File: src/rtl/wb_pkg.sv
// Shared types and constants for the writeback stage: load-size encoding,
// the default hardwired-zero register and the occupancy-counter width helper.
package wb_pkg;

   typedef enum logic [1:0] {
      LS_BYTE = 2'd0,
      LS_HALF = 2'd1,
      LS_WORD = 2'd2,
      LS_FULL = 2'd3
   } load_size_e;

   localparam int unsigned ZERO_REG_DEFAULT = 31;

   // Occupancy needs one extra bit so a full FIFO is distinguishable from empty.
   function automatic int unsigned cnt_w(int unsigned depth);
      return $clog2(depth) + 1;
   endfunction

endpackage

File: src/rtl/writeback_stage_if.sv
// Bundles the memory-side handshake, register-file write port and forwarding
// lookup of the writeback stage.
interface writeback_stage_if import wb_pkg::*; #(
   parameter int unsigned DATA_W = 64,
   parameter int unsigned REG_AW = 5,
   parameter int unsigned DEPTH  = 4
);
   localparam int unsigned CNT_W = cnt_w(DEPTH);

   logic              in_valid;
   logic              in_ready;
   logic [REG_AW-1:0] in_reg;
   logic [DATA_W-1:0] in_result;
   logic [DATA_W-1:0] in_load_data;
   logic              in_mem_to_reg;
   logic              in_reg_write;
   load_size_e        in_load_size;
   logic              in_load_signed;

   logic              rf_grant;
   logic              rf_we;
   logic [REG_AW-1:0] rf_waddr;
   logic [DATA_W-1:0] rf_wdata;

   logic [REG_AW-1:0] fwd_qreg;
   logic              fwd_hit;
   logic [DATA_W-1:0] fwd_data;

   logic [CNT_W-1:0]  count;

   modport slave (
      input  in_valid, in_reg, in_result, in_load_data, in_mem_to_reg, in_reg_write,
             in_load_size, in_load_signed, rf_grant, fwd_qreg,
      output in_ready, rf_we, rf_waddr, rf_wdata, fwd_hit, fwd_data, count
   );

   modport master (
      output in_valid, in_reg, in_result, in_load_data, in_mem_to_reg, in_reg_write,
             in_load_size, in_load_signed, rf_grant, fwd_qreg,
      input  in_ready, rf_we, rf_waddr, rf_wdata, fwd_hit, fwd_data, count
   );

endinterface

File: src/rtl/wb_load_format.sv
// Selects ALU result or load data and sign/zero-extends sub-word loads.
// Purely combinational; extension only applies to loads.
module wb_load_format import wb_pkg::*; #(
   parameter int unsigned DATA_W = 64
) (
   input  logic [DATA_W-1:0] result_i,
   input  logic [DATA_W-1:0] load_data_i,
   input  logic              mem_to_reg_i,
   input  load_size_e        size_i,
   input  logic              signed_i,
   output logic [DATA_W-1:0] data_o
);

   localparam logic [DATA_W-1:0] Ones = '1;

   logic [DATA_W-1:0] src;
   logic [DATA_W-1:0] ext_mask;
   logic              sign_bit;

   always_comb begin
      src      = mem_to_reg_i ? load_data_i : result_i;
      ext_mask = '0;
      sign_bit = 1'b0;
      // ext_mask marks the bits above the loaded field; a 32-bit shift on a
      // 32-bit datapath yields zero, so word and full coincide there.
      unique case (size_i)
         LS_BYTE: begin
            ext_mask = Ones << 8;
            sign_bit = src[7];
         end
         LS_HALF: begin
            ext_mask = Ones << 16;
            sign_bit = src[15];
         end
         LS_WORD: begin
            ext_mask = Ones << 32;
            sign_bit = src[31];
         end
         LS_FULL: begin
            ext_mask = '0;
            sign_bit = 1'b0;
         end
      endcase

      data_o = src;
      if (mem_to_reg_i) begin
         data_o = (src & ~ext_mask) | ({DATA_W{signed_i & sign_bit}} & ext_mask);
      end
   end

endmodule

File: src/rtl/writeback_stage.sv
// Writeback stage: formats retiring results, buffers register writes in a
// small FIFO drained by the register-file grant, and forwards buffered data.
module writeback_stage import wb_pkg::*; #(
   parameter int unsigned DATA_W   = 64,
   parameter int unsigned REG_AW   = 5,
   parameter int unsigned DEPTH    = 4,
   parameter int unsigned ZERO_REG = ZERO_REG_DEFAULT
) (
   input logic              clk,
   input logic              rst_n,
   writeback_stage_if.slave wb
);

   localparam int unsigned       PTR_W     = $clog2(DEPTH);
   localparam int unsigned       CNT_W     = cnt_w(DEPTH);
   localparam logic [REG_AW-1:0] ZERO_ADDR = REG_AW'(ZERO_REG);
   localparam logic [CNT_W-1:0]  FULL_CNT  = CNT_W'(DEPTH);

   typedef logic [PTR_W-1:0] ptr_t;

   logic [REG_AW-1:0] reg_q  [DEPTH];
   logic [REG_AW-1:0] reg_d  [DEPTH];
   logic [DATA_W-1:0] data_q [DEPTH];
   logic [DATA_W-1:0] data_d [DEPTH];
   ptr_t              wr_ptr_q, wr_ptr_d;
   ptr_t              rd_ptr_q, rd_ptr_d;
   logic [CNT_W-1:0]  count_q, count_d;

   logic [DATA_W-1:0] fmt_data;
   logic              accept;
   logic              push;
   logic              pop;
   logic              not_empty;
   ptr_t              head_idx;
   ptr_t              fwd_idx;

   wb_load_format #(
      .DATA_W (DATA_W)
   ) u_load_format (
      .result_i     (wb.in_result),
      .load_data_i  (wb.in_load_data),
      .mem_to_reg_i (wb.in_mem_to_reg),
      .size_i       (wb.in_load_size),
      .signed_i     (wb.in_load_signed),
      .data_o       (fmt_data)
   );

   assign not_empty   = (count_q != '0);
   assign wb.in_ready = (count_q != FULL_CNT);
   assign accept      = wb.in_valid && wb.in_ready;
   assign push        = accept && wb.in_reg_write && (wb.in_reg != ZERO_ADDR);
   assign pop         = not_empty && wb.rf_grant;

   // When empty, show the most recently retired slot so the write port holds.
   assign head_idx    = not_empty ? rd_ptr_q : rd_ptr_q - PTR_W'(1);
   assign wb.rf_we    = not_empty;
   assign wb.rf_waddr = reg_q[head_idx];
   assign wb.rf_wdata = data_q[head_idx];
   assign wb.count    = count_q;

   always_comb begin
      reg_d    = reg_q;
      data_d   = data_q;
      wr_ptr_d = wr_ptr_q;
      rd_ptr_d = rd_ptr_q;
      count_d  = count_q;

      if (push) begin
         reg_d[wr_ptr_q]  = wb.in_reg;
         data_d[wr_ptr_q] = fmt_data;
         wr_ptr_d         = wr_ptr_q + PTR_W'(1);
      end
      if (pop) begin
         rd_ptr_d = rd_ptr_q + PTR_W'(1);
      end

      case ({push, pop})
         2'b10:   count_d = count_q + CNT_W'(1);
         2'b01:   count_d = count_q - CNT_W'(1);
         default: count_d = count_q;
      endcase
   end

   // Walk oldest to youngest so later matches overwrite earlier ones.
   always_comb begin
      wb.fwd_hit  = 1'b0;
      wb.fwd_data = '0;
      fwd_idx     = '0;
      for (int unsigned i = 0; i < DEPTH; i++) begin
         fwd_idx = rd_ptr_q + PTR_W'(i);
         if ((CNT_W'(i) < count_q) && (reg_q[fwd_idx] == wb.fwd_qreg) &&
             (wb.fwd_qreg != ZERO_ADDR)) begin
            wb.fwd_hit  = 1'b1;
            wb.fwd_data = data_q[fwd_idx];
         end
      end
   end

   always_ff @(posedge clk or negedge rst_n) begin
      if (!rst_n) begin
         for (int unsigned i = 0; i < DEPTH; i++) begin
            reg_q[i]  <= '0;
            data_q[i] <= '0;
         end
         wr_ptr_q <= '0;
         rd_ptr_q <= '0;
         count_q  <= '0;
      end else begin
         reg_q    <= reg_d;
         data_q   <= data_d;
         wr_ptr_q <= wr_ptr_d;
         rd_ptr_q <= rd_ptr_d;
         count_q  <= count_d;
      end
   end

endmodule

File: src/flat_wrapper.sv
// flat-port wrapper written by rule: the top's interface ports become plain ports
module writeback_stage_flat import wb_pkg::*;
#(
   parameter int unsigned DATA_W   = 64,
   parameter int unsigned REG_AW   = 5,
   parameter int unsigned DEPTH    = 4,
   parameter int unsigned ZERO_REG = ZERO_REG_DEFAULT
)
  (clk, rst_n, wb_in_valid, wb_in_reg, wb_in_result, wb_in_load_data, wb_in_mem_to_reg, wb_in_reg_write, wb_in_load_size, wb_in_load_signed, wb_rf_grant, wb_fwd_qreg, wb_in_ready, wb_rf_we, wb_rf_waddr, wb_rf_wdata, wb_fwd_hit, wb_fwd_data, wb_count);
  writeback_stage_if #(.DATA_W(DATA_W), .REG_AW(REG_AW), .DEPTH(DEPTH)) wb_i ();
  input logic clk;
  input logic rst_n;
  input wire logic [$bits(wb_i.in_valid)-1:0] wb_in_valid;
  input wire logic [$bits(wb_i.in_reg)-1:0] wb_in_reg;
  input wire logic [$bits(wb_i.in_result)-1:0] wb_in_result;
  input wire logic [$bits(wb_i.in_load_data)-1:0] wb_in_load_data;
  input wire logic [$bits(wb_i.in_mem_to_reg)-1:0] wb_in_mem_to_reg;
  input wire logic [$bits(wb_i.in_reg_write)-1:0] wb_in_reg_write;
  input wire logic [$bits(wb_i.in_load_size)-1:0] wb_in_load_size;
  input wire logic [$bits(wb_i.in_load_signed)-1:0] wb_in_load_signed;
  input wire logic [$bits(wb_i.rf_grant)-1:0] wb_rf_grant;
  input wire logic [$bits(wb_i.fwd_qreg)-1:0] wb_fwd_qreg;
  output wire logic [$bits(wb_i.in_ready)-1:0] wb_in_ready;
  output wire logic [$bits(wb_i.rf_we)-1:0] wb_rf_we;
  output wire logic [$bits(wb_i.rf_waddr)-1:0] wb_rf_waddr;
  output wire logic [$bits(wb_i.rf_wdata)-1:0] wb_rf_wdata;
  output wire logic [$bits(wb_i.fwd_hit)-1:0] wb_fwd_hit;
  output wire logic [$bits(wb_i.fwd_data)-1:0] wb_fwd_data;
  output wire logic [$bits(wb_i.count)-1:0] wb_count;
  assign wb_i.in_valid = wb_in_valid;
  assign wb_i.in_reg = wb_in_reg;
  assign wb_i.in_result = wb_in_result;
  assign wb_i.in_load_data = wb_in_load_data;
  assign wb_i.in_mem_to_reg = wb_in_mem_to_reg;
  assign wb_i.in_reg_write = wb_in_reg_write;
  assign wb_i.in_load_size = wb_in_load_size;
  assign wb_i.in_load_signed = wb_in_load_signed;
  assign wb_i.rf_grant = wb_rf_grant;
  assign wb_i.fwd_qreg = wb_fwd_qreg;
  assign wb_in_ready = wb_i.in_ready;
  assign wb_rf_we = wb_i.rf_we;
  assign wb_rf_waddr = wb_i.rf_waddr;
  assign wb_rf_wdata = wb_i.rf_wdata;
  assign wb_fwd_hit = wb_i.fwd_hit;
  assign wb_fwd_data = wb_i.fwd_data;
  assign wb_count = wb_i.count;
  writeback_stage #(.DATA_W(DATA_W), .REG_AW(REG_AW), .DEPTH(DEPTH), .ZERO_REG(ZERO_REG)) u_core (.clk(clk), .rst_n(rst_n), .wb(wb_i));
endmodule
File: config.mk
export PLATFORM = sky130hd
export DESIGN_NAME = writeback_stage_flat
export DESIGN_NICKNAME = d
export VERILOG_FILES = /design/src/rtl/wb_pkg.sv /design/src/rtl/writeback_stage_if.sv /design/src/rtl/wb_load_format.sv /design/src/rtl/writeback_stage.sv /design/src/flat_wrapper.sv
export SDC_FILE = /design/constraint.sdc
export NUM_CORES = 1
export LEC_CHECK = 0
export ABC_AREA = 1
export CORE_AREA = 10 10 223 225
export CTS_CLUSTER_DIAMETER = 40
export DETAILED_ROUTE_END_ITERATION = 10
export DIE_AREA = 0 0 233 235
export PLACE_DENSITY_LB_ADDON = 0.05
export SETUP_SLACK_MARGIN = 0.5
export SYNTH_ARGS = -nofsm -noshare
export SYNTH_HDL_FRONTEND = slang
export SYNTH_SLANG_ARGS = --single-unit
export TNS_END_PERCENT = 1
File: constraint.sdc
create_clock -name clk -period 3.4 [get_ports clk]
set_input_delay 0.68 -clock clk [delete_from_list [all_inputs] [get_ports clk]]
set_output_delay 0.68 -clock clk [all_outputs]
set_load 0.02 [all_outputs]
==> results.txt, run 1 <==
----------------------------------------------------
[Setup path]
  Cells along the critical path ... clkinv_4 > nand2_2 > nand2_2 > buf_6 > buf_4 > buf_4 > a21boi_4 > inv_6 > buf_12 > buf_4 > a21oi_1 > a21oi_2 > dlygate4sd2_1
  Category of the worst setup path launch point ... flop
  Start of the worst register-to-register path ... u_core.wb.count[0]
  Endpoint class of the critical path ... output port
  Reg2reg end ... u_core.reg_q[16]
  CP dominant cell by count ... buf_4
  Crit path required time ... 2.72 ns
  Critical-path top delay cell ... dfrtp_4
  CP top delay family ... buffers and inverters
  Register-to-register setup slack ... 0.71 ns
  Worst Setup Path Type ... reg -> out
  Register-to-Register Path Depth ... 10
  Crit-path max FO ... 40
  Critical Path AT ... between 3 and 4 ns
  Maximum cell stage delay along the critical path ... around 0.50 ns
  Count of buffer and inverter cells on the critical path ... 8

[Layout]
  Layout Cell Area excl Fill ... 29820 µm²
  Syn-to-layout area delta ... 31.12%
  Most common library cell in the layout ignoring fill and taps ... nand2_1
  Fillcell total ... 4113
  Most frequent cells in the layout ... nand2_1 (1097), o21ai_0 (701), dfrtp_1 (280)
  Share of final-layout standard cells stronger than drive strength 1 ... between 15 and 20%
  Fin nets ... between 4000 and 5000
  Final core utilization ... between 60% and 70%
  Fin cells ... ~4500

[Timing]
  Worst clock skew on the final layout ... 0.01987 ns
  Setup violators final ... around 130
  Unrepaired setup endpoints after global routing ... yes
  Final setup slack of the worst path ... -0.3529 ns
  Crit share post-route ... 110.4%
  Relative slew margins ... between 30 and 40%
  Max-slew violations ... 0
  Worst-Margin Slew ... 1.006 ns
  Sum Neg Setup Slack ... -25.80 ns
  Max frequency ... approximately 270 MHz
  Total count of hold-check failures in the final report ... 0
  Tmin final ... ~3.8 ns

[Detailed routing]
  Via-per-instance ratio ... slightly below 6
  Detailed route wirelength on metal2 ... between 40 and 50 mm
  Count of vias placed by the detailed router ... around 27000
  Post-route ant nets ... 0
  Topmost layer with routed signal wires ... met5
  DRC Markers ... 0
  Detailed-routing iteration count for the pre-antenna-repair pass ... 6
  Routed Wire Length ... approximately 87 mm
  Average wire per standard cell ... 19.41 µm
  Routed length on met1 ... roughly 35 mm
  Drt first-iter violations ... 2784
  Met3 layer wire length in the routed design ... just under 8 mm

[Placement]
  Detailed placement HPWL ... roughly 56 mm
  Placed cell areas ... roughly 27000 µm²
  Weighted congestion at the end of routability-driven global placement ... about 0.9
  Placed cells ... approximately 4400
  Total of buffers placed on input and output ports ... roughly 290

[Synthesis]
  Count of state elements after synthesis ... ~280
  Share of synthesized area occupied by flip-flops and latches ... 31.14%
  Total standard cell area after synthesis ... 22740 µm²
  Syn Nets ... between 3000 and 4000
  Number of warnings reported in the yosys synthesis log ... 0
  Mean area per synthesized cell ... ~6.3 µm²
  Distinct cell type count of the synthesized netlist ... 30
  Synthesized instance count ... ~3600

[Clock tree]
  CTS tree ... yes
  Inserted Clock Buffers ... 55
  Hold Buf Count CTS ... 0
  Maximum level of the CTS H-tree ... 2
  TritonCTS sink count ... about 280
  Worst-case clock buffer depth ... 3
  Clock insertion delay at the later pin of the skew report ... ~0.60 ns
  Clock Pin Slew Worst Setup and Hold Paths ... approximately 0.050 ns
  Master cell of the clock root buffer ... clkbuf_16

[Floorplan]
  Full die area ... roughly 55000 µm²
  I/O pin count ... 286
  Site row count ... 78
  Die width ... between 200 and 250 µm
  Vertical die dimension ... about 240 µm
  Placeable core region ... between 40000 and 50000 µm²
  Initial standard-cell utilization of the core ... ~50%

[Outcome]
  Violated checks ... negative setup slack
  Status ... complete, but fails checks

[Global route]
  Pin count of the biggest net entering global routing ... between 100 and 150
  Initial antenna violation count ... 3
  Wire length of the first global-routing pass ... between 100 and 150 mm
  Leftover overflow at the end of global routing ... 0
  Global routing usage summed across all routing layers ... roughly 30%
  Via count of the first global-routing pass ... between 20000 and 30000

[Job]
  Count of maximum capacitance violations ... 0

[Min path]
  Min-Delay Path Class ... in -> async

----------------------------------------------------
## registers in the layout, summed over array words and instances (netlist names)
register	count
u_core.data_q	256
u_core.rd_ptr_q	2
u_core.reg_q	20
u_core.wb.count	3
u_core.wr_ptr_q	2
## synth_stat cells
cell / number / share of area, %
dfrtp_1: 283 / 31
nand4_1: 130 / 3.6
inv_1: 248 / 4.1
xor2_1: 5 / 0.19
buf_4: 18 / 0.59
buf_2: 108 / 2.4
a21oi_1: 206 / 4.5
xnor2_1: 2 / 0.077
ha_1: 9 / 0.50
clkbuf_1: 151 / 2.5
o22ai_1: 21 / 0.58
nand2_2: 1 / 0.028
nand3_1: 136 / 3.0
inv_2: 3 / 0.050
a21boi_2: 1 / 0.050
buf_1: 19 / 0.31
o21ai_0: 724 / 16
nor2_1: 256 / 4.2
o22a_1: 15 / 0.58
and3_1: 1 / 0.028
a21boi_0: 7 / 0.23
nand3b_1: 1 / 0.033
o21ai_1: 27 / 0.59
buf_6: 10 / 0.50
or2_1: 1 / 0.028
nand2_1: 1113 / 18
nand3_2: 1 / 0.044
a32oi_1: 3 / 0.12
o211ai_1: 2 / 0.066
mux2i_1: 129 / 5.7
## logic make-up after synthesis
family	Yosys count	synth area share, %
buf+inv	557	10.41
fa+ha+maj	9	0.4952
mux	129	5.678
xor+xnor	7	0.2696
simple gates	1640	29.32
flops	283	31.14
compound gates	1006	22.68
## per-layer routing
layer,vias to the layer above,track usage [%]
met5,-,0
met4,2,11.44
met3,200,5.430
met2,1321,50.11
met1,12490,38.21
li1,12500,-
## worst max path at each step
stage | from | endpoint | depth (start not counted)
floorplan | u_core.wb.count[1] | wb_rf_wdata[63] | 11
global placement | wb_fwd_qreg[4] | wb_fwd_data[9] | 12
detailed placement | wb_fwd_qreg[4] | wb_fwd_data[9] | 12
CTS | u_core.rd_ptr_q[0] | wb_rf_wdata[33] | 13
global route | u_core.rd_ptr_q[0] | wb_fwd_data[17] | 16
finish | u_core.rd_ptr_q[0] | wb_rf_wdata[44] | 13
## final cells by class
type                            instances  area [µm²]  area share [%]
Multi-Input combinational cell       2792       14050           47.12
Antenna cell                            2       5.005         0.01678
Tap cell                              600       750.7           2.518
Inverter                              251       972.2           3.260
Sequential cell                       283        7091           23.78
Timing Repair Buffer                  469        5002           16.78
Clock inverter                         40       473.0           1.586
Clock buffer                           62        1475           4.947
## per-stage QoR
| step | worst slack, ns | hold slack (ns) |
|---|---|---|
| 2_1_floorplan | 0.4598 | 0.3844 |
| 3_3_place_gp | -0.7473 | 0.4672 |
| 3_5_place_dp | -0.7855 | 0.4731 |
| 4_1_cts | -0.5050 | 0.09599 |
| 5_1_grt | -0.4375 | 0.1377 |
| 6_report | -0.3529 | 0.08727 |
## repair_timing
action,in CTS,in global routing
setup endpoints to repair,134,135
pin swaps,11,28
endpoints found under the hold margin,0,0
buffers inserted,6,8
cloned,0,6
resized for setup,623,195
Power of run 1 is left out: the tool's default activity adds up to more than one toggle a clock period on the data nets, which glitch-free logic cannot reach.
==> run 2: changes to the inputs <==
--- a/config.mk
+++ b/config.mk
@@ -12,6 +12,7 @@
 export DIE_AREA = 0 0 233 235
 export PLACE_DENSITY_LB_ADDON = 0.05
 export SETUP_SLACK_MARGIN = 0.5
+export SKIP_CTS_REPAIR_TIMING = 1
 export SYNTH_ARGS = -nofsm -noshare
 export SYNTH_HDL_FRONTEND = slang
 export SYNTH_SLANG_ARGS = --single-unit
==> constraint.sdc (replaced) <==
create_clock -name clk -period 4.55 [get_ports clk]
set_input_delay 0.91 -clock clk [delete_from_list [all_inputs] [get_ports clk]]
set_output_delay 0.91 -clock clk [all_outputs]
set_load 0.02 [all_outputs]
==> run 2 against run 1 <==
The flow now finishes without violations; sequential share of layout area is 1.1 points higher; clock skew is 0.012 ns higher; final area is 4.3% lower; final cell count is 2.1% lower; flip-flop and latch count stayed put; register-to-register slack better by 0.89 ns; non-clock buffer count is 95 lower; hold slack better by 0.31 ns; global-route usage is 0.18 points lower; setup slack better by 0.57 ns; via count is 2.0% lower.
==> results.txt, run 2 (synthesis gave the netlist of run 1 again) <==
----------------------------------------------------
[Outcome]
  Status ... complete, no violations

[Detailed routing]
  DRC Markers ... 0
  Via-per-instance ratio ... 5.899
  Post-route ant nets ... 0
  Drt first-iter violations ... around 3300
  Routed Wire Length ... 87.78 mm
  Average wire per standard cell ... approximately 20 µm
  Count of vias placed by the detailed router ... between 20000 and 30000
  Detailed-routing iteration count for the pre-antenna-repair pass ... 7

[Setup path]
  Count of buffer and inverter cells on the critical path ... 3
  Critical Path AT ... roughly 3.4 ns
  Crit-path max FO ... 30
  Launching element of the worst setup path ... u_core.rd_ptr_q[0]
  Endpoint class of the critical path ... output port
  Start of the worst register-to-register path ... u_core.wb.count[0]
  Maximum cell stage delay along the critical path ... 0.57 ns
  Category of the worst setup path launch point ... flop
  CP top delay family ... simple AND/OR/NAND/NOR gates
  Crit path required time ... about 3.6 ns
  Critical-path top delay cell ... dfrtp_4
  Cells along the critical path ... buf_4 > o21ai_0 > nand2_1 > nand3_1 > nand2_1 > nor2_4 > buf_4 > nand4_1 > nand3_1 > a21oi_1 > dlymetal6s2s_1
  Worst Setup Path Type ... reg -> out

[Layout]
  Biggest register ... u_core.data_q
  Most frequent cells in the layout ... nand2_1 (1106), o21ai_0 (724), dfrtp_1 (281)
  Fillcell total ... 4183
  Fin nets ... slightly below 4000
  Final antenna diode count ... 0
  Syn-to-layout area delta ... 25.50%
  Most common library cell in the layout ignoring fill and taps ... nand2_1
  Share of final-layout standard cells stronger than drive strength 1 ... ~6.4%
  Number of flip-flops in the largest register ... 256
  Fin cells ... 4404

[Clock tree]
  Master cell of the clock root buffer ... clkbuf_16
  Maximum level of the CTS H-tree ... 2
  Clock insertion delay at the later pin of the skew report ... ~0.63 ns
  CTS tree ... yes
  TritonCTS sink count ... roughly 280
  Inserted Clock Buffers ... 57
  Clock Pin Slew Worst Setup and Hold Paths ... 0.05 ns
  Worst-case clock buffer depth ... 3

[Power]
  Pwr Density ... just under 1000 nW/µm²
  Sw Pwr ... roughly 15000 µW
  Share of power burned in combinational logic ... about two thirds
  Switching share of total power ... 53.03%
  Leak pwr ... 0.01485 µW
  Sequential power share ... 16.9%
  Cell internal pwr ... 13280 µW
  IR drop worst, VDD ... between 0.7 and 0.8 mV
  Clk network pwr share ... between 15 and 20%

[Global route]
  Leftover overflow at the end of global routing ... 0
  Pin count of the biggest net entering global routing ... ~260
  Global routing usage summed across all routing layers ... about 30%
  Wire length of the first global-routing pass ... ~130 mm
  Initial antenna violation count ... 1
  Via count of the first global-routing pass ... approximately 24000

[Job]
  Count of maximum capacitance violations ... 0

[Timing]
  Crit share post-route ... 95.17%
  Worst-Margin Slew ... 1.190 ns
  Worst clock skew on the final layout ... ~0.032 ns
  Final-layout worst hold slack ... 0.3980 ns
  Relative slew margins ... 20.67%
  Sum Neg Setup Slack ... 0 ns
  Setup violators final ... 0
  Tmin final ... around 4.3 ns
  Total count of hold-check failures in the final report ... 0
  Max frequency ... 230.9 MHz
  Unrepaired setup endpoints after global routing ... yes
  Max-slew violations ... 0

[Floorplan]
  Initial standard-cell utilization of the core ... between 50% and 60%
  I/O pin count ... roughly 290
  Site row count ... 78
  Vertical die dimension ... between 200 and 250 µm
  Die width ... 233 µm
  Placeable core region ... around 45000 µm²
  Full die area ... roughly 55000 µm²

[Placement]
  Weighted congestion at the end of routability-driven global placement ... about 0.89
  Detailed placement HPWL ... 53.17 mm
  Total of buffers placed on input and output ports ... around 290
  Placed cells ... roughly 4300

[Min path]
  Min-Delay Path Class ... in -> async

----------------------------------------------------
run 2: through the flow:
stage | cell area, µm² | utilization (%) | total power [µW] | setup slack, ns
after floorplan | 22740 | - | 16290 | 1.217
after global placement | 26090 | 57.85 | 22980 | 0.08542
after detailed placement | 26090 | 57.85 | 23270 | 0.08452
after CTS | 28160 | 62.45 | 27930 | -0.3175
after global routing | 28540 | 63.30 | 30190 | 0.09194
final | 28540 | 63.30 | 28270 | 0.2196
run 2: power by group through the flow:
stage	sequential, µW	clock, µW	combinational (µW)
4_1_cts	4740	4570	18600
6_report	4780	4540	19000
5_1_grt	4920	4690	20600
3_3_place_gp	4720	0	18300
2_1_floorplan	4460	0	11800
3_5_place_dp	4760	0	18500
run 2: path summary, 6_finish.rpt:
path,endpoint,cells after the start,slack [ns]
worst max-delay path,wb_fwd_data[63],11,0.22
worst min-delay path,u_core.wb.count[1],1,0.40
worst max register to register,u_core.data_q[135],10,1.60
worst min register to register,u_core.data_q[91],2,0.48
max in group asynchronous,u_core.data_q[167],2,3.22
min in group clk,u_core.data_q[91],2,0.48
run 2: area by class of cell:
cell class	count	area [µm²]	area share (%)
inverters	251	965.9	3.384
clock inverters	38	508.0	1.780
repair buffers	374	4214	14.77
well taps	600	750.7	2.630
flip-flops and latches	283	7089	24.84
multi-input cells	2791	13450	47.12
clock buffers	67	1565	5.484
run 2: metal layers:
layer | vias to the layer above | track usage (%) | routed length (µm) | share of wire (%)
li1 | 12310 | - | - | -
met1 | 12110 | 39.25 | 36400 | 41
met2 | 1372 | 48.84 | 40610 | 46
met3 | 189 | 5.755 | 8465 | 9.6
met4 | 0 | 9.633 | 2303 | 2.6
met5 | - | 0 | 0 | 0
No activity file was read; power rests on OpenSTA's default activity.
